===== config.mk =====
export PLATFORM = sky130hd
export DESIGN_NAME = prim_fifo_n
export DESIGN_NICKNAME = d
export VERILOG_FILES = /design/src/rtl/prim_fifo_n.sv
export SDC_FILE = /design/constraint.sdc
export NUM_CORES = 1
export LEC_CHECK = 0
export CAP_MARGIN = 20
export CORE_ASPECT_RATIO = 1.4
export CORE_UTILIZATION = 43
export CTS_CLUSTER_SIZE = 20
export DETAILED_ROUTE_END_ITERATION = 10
export DONT_BUFFER_PORTS = 1
export PLACE_DENSITY = 0.58
export SLEW_MARGIN = 0
export SYNTH_ARGS = -nofsm -noshare
export SYNTH_HDL_FRONTEND = slang
export SYNTH_SLANG_ARGS = --single-unit

===== constraint.sdc =====
create_clock -name clk -period 2.2 [get_ports clk]
set_input_delay 0.66 -clock clk [delete_from_list [all_inputs] [get_ports clk]]
set_output_delay 0.66 -clock clk [all_outputs]
set_load 0.03 [all_outputs]

===== src/rtl/prim_fifo_n.sv =====
// First-word fall-through FIFO with upstream/downstream valid-ready handshakes,
// a downstream stall mask, synchronous flush and occupancy flags.
module prim_fifo_n #(
  parameter int WIDTH     = 32,
  parameter int DEPTH     = 4,
  parameter int AFULL_LVL = DEPTH - 1
) (
  input  logic                         clk,
  input  logic                         reset,
  output logic                         urdy_o,
  input  logic                         uvld_i,
  input  logic [WIDTH-1:0]             udat_i,
  input  logic                         dstall_i,
  input  logic                         drdy_i,
  output logic                         dvld_o,
  output logic [WIDTH-1:0]             ddat_o,
  input  logic                         flush_i,
  output logic [$clog2(DEPTH+1)-1:0]   count_o,
  output logic                         afull_o,
  output logic                         empty_o
);

  localparam int PW = $clog2(DEPTH);
  localparam int CW = $clog2(DEPTH + 1);

  logic [WIDTH-1:0] mem [DEPTH];
  logic [PW-1:0]    wr_ptr_reg;
  logic [PW-1:0]    rd_ptr_reg;
  logic [CW-1:0]    count_reg;
  logic [CW-1:0]    count_next;
  logic             push;
  logic             pop;

  // Flags come straight from the registered count, so urdy_o has no path from the downstream side.
  assign urdy_o  = (count_reg != CW'(DEPTH));
  assign empty_o = (count_reg == '0);
  assign afull_o = (count_reg >= CW'(AFULL_LVL));
  assign count_o = count_reg;

  assign dvld_o  = !empty_o && !dstall_i;
  assign push    = uvld_i && urdy_o;
  assign pop     = dvld_o && drdy_i;

  // Head entry is read asynchronously to give fall-through with one cycle write-to-read latency.
  assign ddat_o  = mem[rd_ptr_reg];

  always_comb begin
    count_next = count_reg;
    case ({push, pop})
      2'b10:   count_next = count_reg + CW'(1);
      2'b01:   count_next = count_reg - CW'(1);
      default: count_next = count_reg;
    endcase
  end

  always_ff @(posedge clk) begin
    if (!reset) begin
      wr_ptr_reg <= '0;
      rd_ptr_reg <= '0;
      count_reg  <= '0;
    end else if (flush_i) begin
      wr_ptr_reg <= '0;
      rd_ptr_reg <= '0;
      count_reg  <= '0;
    end else begin
      if (push) wr_ptr_reg <= wr_ptr_reg + PW'(1);
      if (pop)  rd_ptr_reg <= rd_ptr_reg + PW'(1);
      count_reg <= count_next;
    end
  end

  // Storage needs no reset; a stray write during flush/reset lands in a slot treated as empty.
  always_ff @(posedge clk) begin
    if (push) mem[wr_ptr_reg] <= udat_i;
  end

endmodule


==> results.txt, run 1 <==
antenna cells - 0
P&R area growth vs syn - 16.4%
peak supply drop - 0.527 mV
chip width - 94.4 µm
static leakage - 0.00190 µW
Post-Place Cells - 372
Switching Fraction - 20.5%
routed wire length - 8.62 mm
Fillers - 919
area occupied by multi-input gates - 1070 µm²
vias in the first global route - 2387
worst hold path class - primary input to flop
largest delay contributor family on the critical path - multiplexers
CP Data Required Time - 1.54 ns
Skew-Pair Late Insertion Delay - 0.40 ns
Root Buffer - clkbuf_16
Residual DRC - 0
nets@finish - 294
register area - 4040 µm²
initial antenna violation count - 0
sw power - 1130 µW
# port buffers - 0
biggest cell delay along the critical path - 0.64 ns
status - finished with violations
Avg WL per Cell - 21.3 µm
Least-Margin Pin Slew - 0.915 ns
CP arrival - 1.62 ns
clock slew at reported path FFs - 0.06 ns
CP bufs+invs - 1
CTS buffer count - 17
unrepaired setup endpoints after global routing - true
deepest clock path buffer count - 2
PD cells - 924 nW/µm²
Largest Register - mem
Unique masters post-synth - 24
slew margin rel. - 39.0%
Initial Util - 44.7%
failing checks - negative setup slack
Max Clk Rate - 0.438 GHz
# setup viols final - 32
share of layout cells above drive strength 1 - 34.1%
Setup CP Type - flop to primary output
Final WS setup - -0.0837 ns
fraction of power consumed by the clock network - 42.4%
via count - 2194
Slew Viols, Final - 0
DRT Pass-1 Iters - 4
Cells after Synth - 223
TritonCTS clock tree - built
combinational power share - 4.5%
Total GRT Usage - 15.4%
sequential share of power - 53.1%
register area share after synthesis - 78.2%
vias per cell - 5.42
Yosys reg bits - 137
max reg flops - 128
Max Cap Viol - 0
Min Hold Slack - 0.347 ns
gr ovfl total - 0
routability cong. - 0.672
CTS HTree Levels - 4
Hold Crit Depth - 0
min Tclk post-route - 2.28 ns
CP Capture Type - primary output
Syn Area/Cell - 23.1 µm²
post-route core utilization - 52.0%
hold_buf cts - 0
Die ar. - 12400 µm²
Final Hold Fails - 0
CP Launch Type - flop
Worst R2R Path Depth - 8
worst-path cell chain - buf_12 > mux4_2
Syn Nets - 267
Cell Rows - 46
Setup Skew - 0.00582 ns
Final Cycle Share - 104%
drt initial violations - 115
Yosys warnings - 0
largest net degree at the start of global routing - 33
P_int - 4400 µW
final cell count without fillers - 405
first-pass GRT wire length - 13.2 mm
core area - 11500 µm²
synthesized area - 5140 µm²
Critical Path Stages - 2
clk sinks - 137
CP max-delay cell - mux4_2
Post-DP HPWL - 5.07 mm
die height - 131 µm
critical path peak fanout - 12
I/O Pins - 77
post-route ant nets - 0
## repair_timing
item,CTS,global route
buffers inserted,0,2
cloned,1,0
pin swaps,1,1
setup endpoints to repair,33,34
resized for setup,4,4
## routing by layer
layer / up-vias / track usage, % / share of wire [%]
li1: 974 / - / -
met3: 11 / 7.06 / 7.1
met5: - / 0 / 0
met4: 0 / 6.41 / 1.3
met2: 67 / 26.3 / 56
met1: 1142 / 15.8 / 36
## cell type report
| class | count | share of cell area (%) |
|---|---|---|
| clock buffer | 19 | 7.23 |
| clock inverter | 11 | 1.00 |
| timing repair buffer | 16 | 3.16 |
| sequential | 137 | 67.4 |
| inverter | 5 | 0.313 |
| multi-input combinational | 73 | 17.9 |
| tap | 144 | 3.01 |
## synthesized netlist by cell type
cell	n	share of area [%]
xor2_1	2	0.34
nand2b_1	2	0.24
and3_1	4	0.49
o21ai_0	2	0.19
nor3b_2	1	0.24
or3b_1	1	0.17
ha_1	5	1.2
a21o_2	1	0.17
or3_1	2	0.24
nand2_1	5	0.37
edfxtp_1	128	75
inv_1	5	0.37
buf_6	4	0.88
nor3_2	1	0.19
buf_2	4	0.39
nor2_1	4	0.29
nand2_4	1	0.22
mux4_2	32	14
a21oi_1	3	0.29
mux2i_1	4	0.78
nor2b_1	1	0.12
dfxtp_1	9	3.5
nand3b_1	1	0.15
fa_1	1	0.39
## worst paths after layout
kind,slack [ns],startpoint,to
hold reg to reg,0.50,rd_ptr_reg[0],rd_ptr_reg[0]
hold / removal,0.35,udat_i[9],mem[3][9]
setup / recovery,-0.08,flop,ddat_o[0]
setup reg to reg,0.09,count_o[2],count_o[2]
## layout by cell type (no fill, tap or decap)
master	instances
mux2i_1	4
dfxtp_1	4
and3_2	4
nand3b_1	1
ha_4	1
nor2b_1	1
nor2_2	1
nor2_1	3
clkinv_2	5
buf_12	3
a21o_2	1
clkbuf_16	17
xor2_1	2
nor3_4	1
inv_1	5
o21ai_0	2
clkinvlp_4	2
a21oi_1	3
ha_1	4
dfxtp_4	3
fa_1	1
mux4_2	32
buf_6	3
nand2b_1	2
clkinv_4	1
buf_4	9
nand2_1	5
edfxtp_1	128
nand2_4	1
dfxtp_2	2
or3_1	2
clkinv_1	3
clkbuf_1	2
or3b_4	1
nor3b_4	1
buf_16	1
## power groups by stage
stage	Sequential [µW]	Combinational, µW	Clock [µW]
5_1_grt	2940	264	2520
2_1_floorplan	2990	194	0
3_5_place_dp	2990	244	0
6_report	2940	248	2350
4_1_cts	2940	249	2410
3_3_place_gp	2990	242	0
## stage by stage
stage	setup WS, ns	power, µW	instance area [µm²]	setup TNS (ns)
CTS	-0.122	5590	5960	-3.22
floorplan	0.00930	3180	5170	0
global route	-0.154	5720	5990	-4.19
finish	-0.0837	5530	5990	-2.14
global placement	0.0217	3230	5430	0
detailed placement	-0.0682	3230	5430	-0.0682
## logic make-up (layout without fill, tap and decap cells)
family,after synthesis,count (layout),synth area share [%]
flip-flops,137,137,78.2
multiplexers,36,36,14.8
AND/OR/NAND/NOR,23,23,2.72
buffers and inverters,13,51,1.63
adder cells (fa/ha/maj),6,6,1.61
AO/OA/AOI/OAI,6,6,0.657
XOR/XNOR,2,2,0.341
(Power assumes the default switching activity.)
==> run 2, diff against run 1 <==
Settings changed: CORE_UTILIZATION 43 to 56, MAX_ROUTING_LAYER set to met4, PLACE_DENSITY 0.58 to 0.72.
==> run 2 against run 1 <==
The flow finishes with violations (design-rule violations, negative setup slack). Sequential power barely moved. Clock skew rose by 0.00065 ns. Sequential cell count did not move. Critical path depth did not move. Cell area rose by 0.38%. Clock power rose by 20%. Die area fell by 23%. Final cell count fell by 10%. Hold slack got worse by 0.0039 ns.
==> results.txt, run 2 (same netlist as run 1, synthesis figures left out) <==
status - finished with violations
failing checks - design-rule violations, negative setup slack
Initial Util - 57.3%
antenna cells - 0
vias per cell - 5.95
Largest Register - mem
Least-Margin Pin Slew - 0.854 ns
worst-path cell chain - buf_12 > mux4_2
CTS HTree Levels - 4
PD cells - 995 nW/µm²
min Tclk post-route - 2.28 ns
# setup viols final - 32
Residual DRC - 2
drt initial violations - 145
via count - 2165
Top Usage Layer GRT - met2
biggest cell delay along the critical path - 0.64 ns
met1 Use GR - 20.2%
CTS buffer count - 17
Total GRT Usage - 19.4%
largest net degree at the start of global routing - 33
chip width - 83.0 µm
P&R area growth vs syn - 16.9%
clk sinks - 137
clock slew at reported path FFs - 0.05 ns
share of layout cells above drive strength 1 - 33.9%
placed cell areas - 5340 µm²
commonest non-fill, non-tap cell in the layout - edfxtp_1
deepest clock path buffer count - 2
core area - 8980 µm²
die height - 115 µm
Root Buffer - clkbuf_16
Die ar. - 9580 µm²
slew margin rel. - 43.1%
Final Hold Fails - 0
met2 Usage GRT - 32.0%
CP arrival - 1.62 ns
CP Capture Type - primary output
worst hold path class - primary input to flop
vias in the first global route - 2341
static leakage - 0.00193 µW
critical path peak fanout - 11
DRT Pass-1 Iters - 7
Fillers - 540
most frequent cells in the layout - edfxtp_1 (128), mux4_2 (32), clkbuf_16 (17)
routability cong. - 0.674
Final WS setup - -0.0809 ns
Post-DP HPWL - 4.95 mm
Cell Rows - 41
post-route core utilization - 67.0%
CP Launch Type - flop
CP Data Required Time - 1.54 ns
Skew-Pair Late Insertion Delay - 0.41 ns
post-CTS setup buffers - 0
Max Cap Viol - 0
Avg WL per Cell - 22.8 µm
first-pass GRT wire length - 12.7 mm
Max Clk Rate - 0.438 GHz
Final Cycle Share - 104%
initial antenna violation count - 0
I/O Pins - 77
# port buffers - 0
post-route ant nets - 0
final setup TNS - -2.09 ns
fin area - 6010 µm²
unrepaired setup endpoints after global routing - true
GR Layer Usage met3 - 8.26%
Slew Viols, Final - 0
max reg flops - 128
Setup Skew - 0.00647 ns
TritonCTS clock tree - built
routed wire length - 8.30 mm
gr ovfl total - 0
Setup CP Type - flop to primary output
peak supply drop - 0.952 mV
nets@finish - 290
CP max-delay cell - mux4_2
==> run 2: cell count changes in the layout (fill, tap and decap cells not counted), moves of 2 or more <==
cell | before | now
buf_4 | 9 | 5
buf_8 | 0 | 2
bufinv_16 | 0 | 4
clkbuf_1 | 2 | 0
clkinvlp_4 | 2 | 0
==> run 2: final cells by class <==
cell class | instances | area, µm² | area share [%]
Inverter | 5 | 18.8 | 0.312
Multi-Input combinational cell | 73 | 1080 | 17.9
Sequential cell | 137 | 4040 | 67.2
Timing Repair Buffer | 12 | 158 | 2.62
Clock inverter | 13 | 160 | 2.66
Tap cell | 107 | 134 | 2.23
Clock buffer | 17 | 425 | 7.08
==> run 2: critical path: cells and delay by family (launching register included) <==
kind | cells | cell delay (ns)
flip-flops | 1 | 0.41
multiplexers | 1 | 0.64
buffers and inverters | 1 | 0.17
==> run 2: final timing paths <==
| kind | startpoint | endpoint | slack (ns) | cells after the start |
|---|---|---|---|---|
| worst min-delay path | udat_i[9] | mem[0][9] | 0.34 | 0 |
| worst max register to register | count_o[2] | count_o[2] | 0.10 | 8 |
| worst min register to register | rd_ptr_reg[1] | flop | 0.50 | 2 |
| worst max-delay path | flop | ddat_o[23] | -0.08 | 2 |
==> run 2: metal layers <==
metal	wire, µm	part of all wire [%]
met3	561	6.8
met4	110	1.3
met2	4500	54
met5	0	0
met1	3130	38
==> run 2: timing repair <==
item                       in CTS  in global routing
gates resized for setup        12                  4
cloned                          1                  0
setup endpoints to repair      33                 34
pin swaps                       1                  1
hold buffers                    0                  0
==> run 2: through the flow <==
stage | instances | hold slack, ns | setup WS [ns] | total power (µW)
2_1_floorplan | 223 | 0.459 | 0.00930 | 3180
3_3_place_gp | 333 | 0.466 | 0.0925 | 3220
3_5_place_dp | 333 | 0.485 | -0.00392 | 3230
4_1_cts | 364 | 0.325 | -0.119 | 6040
5_1_grt | 364 | 0.318 | -0.149 | 6160
6_report | 364 | 0.343 | -0.0809 | 5980
==> run 2: power by group <==
part           total, µW  switching, µW  internal (µW)  leakage, µW
Sequential          2940           15.3           2920      0.00125
Clock               2810            953           1850     0.000292
Combinational        241            168           73.8     0.000386
Total               5980           1140           4850      0.00193
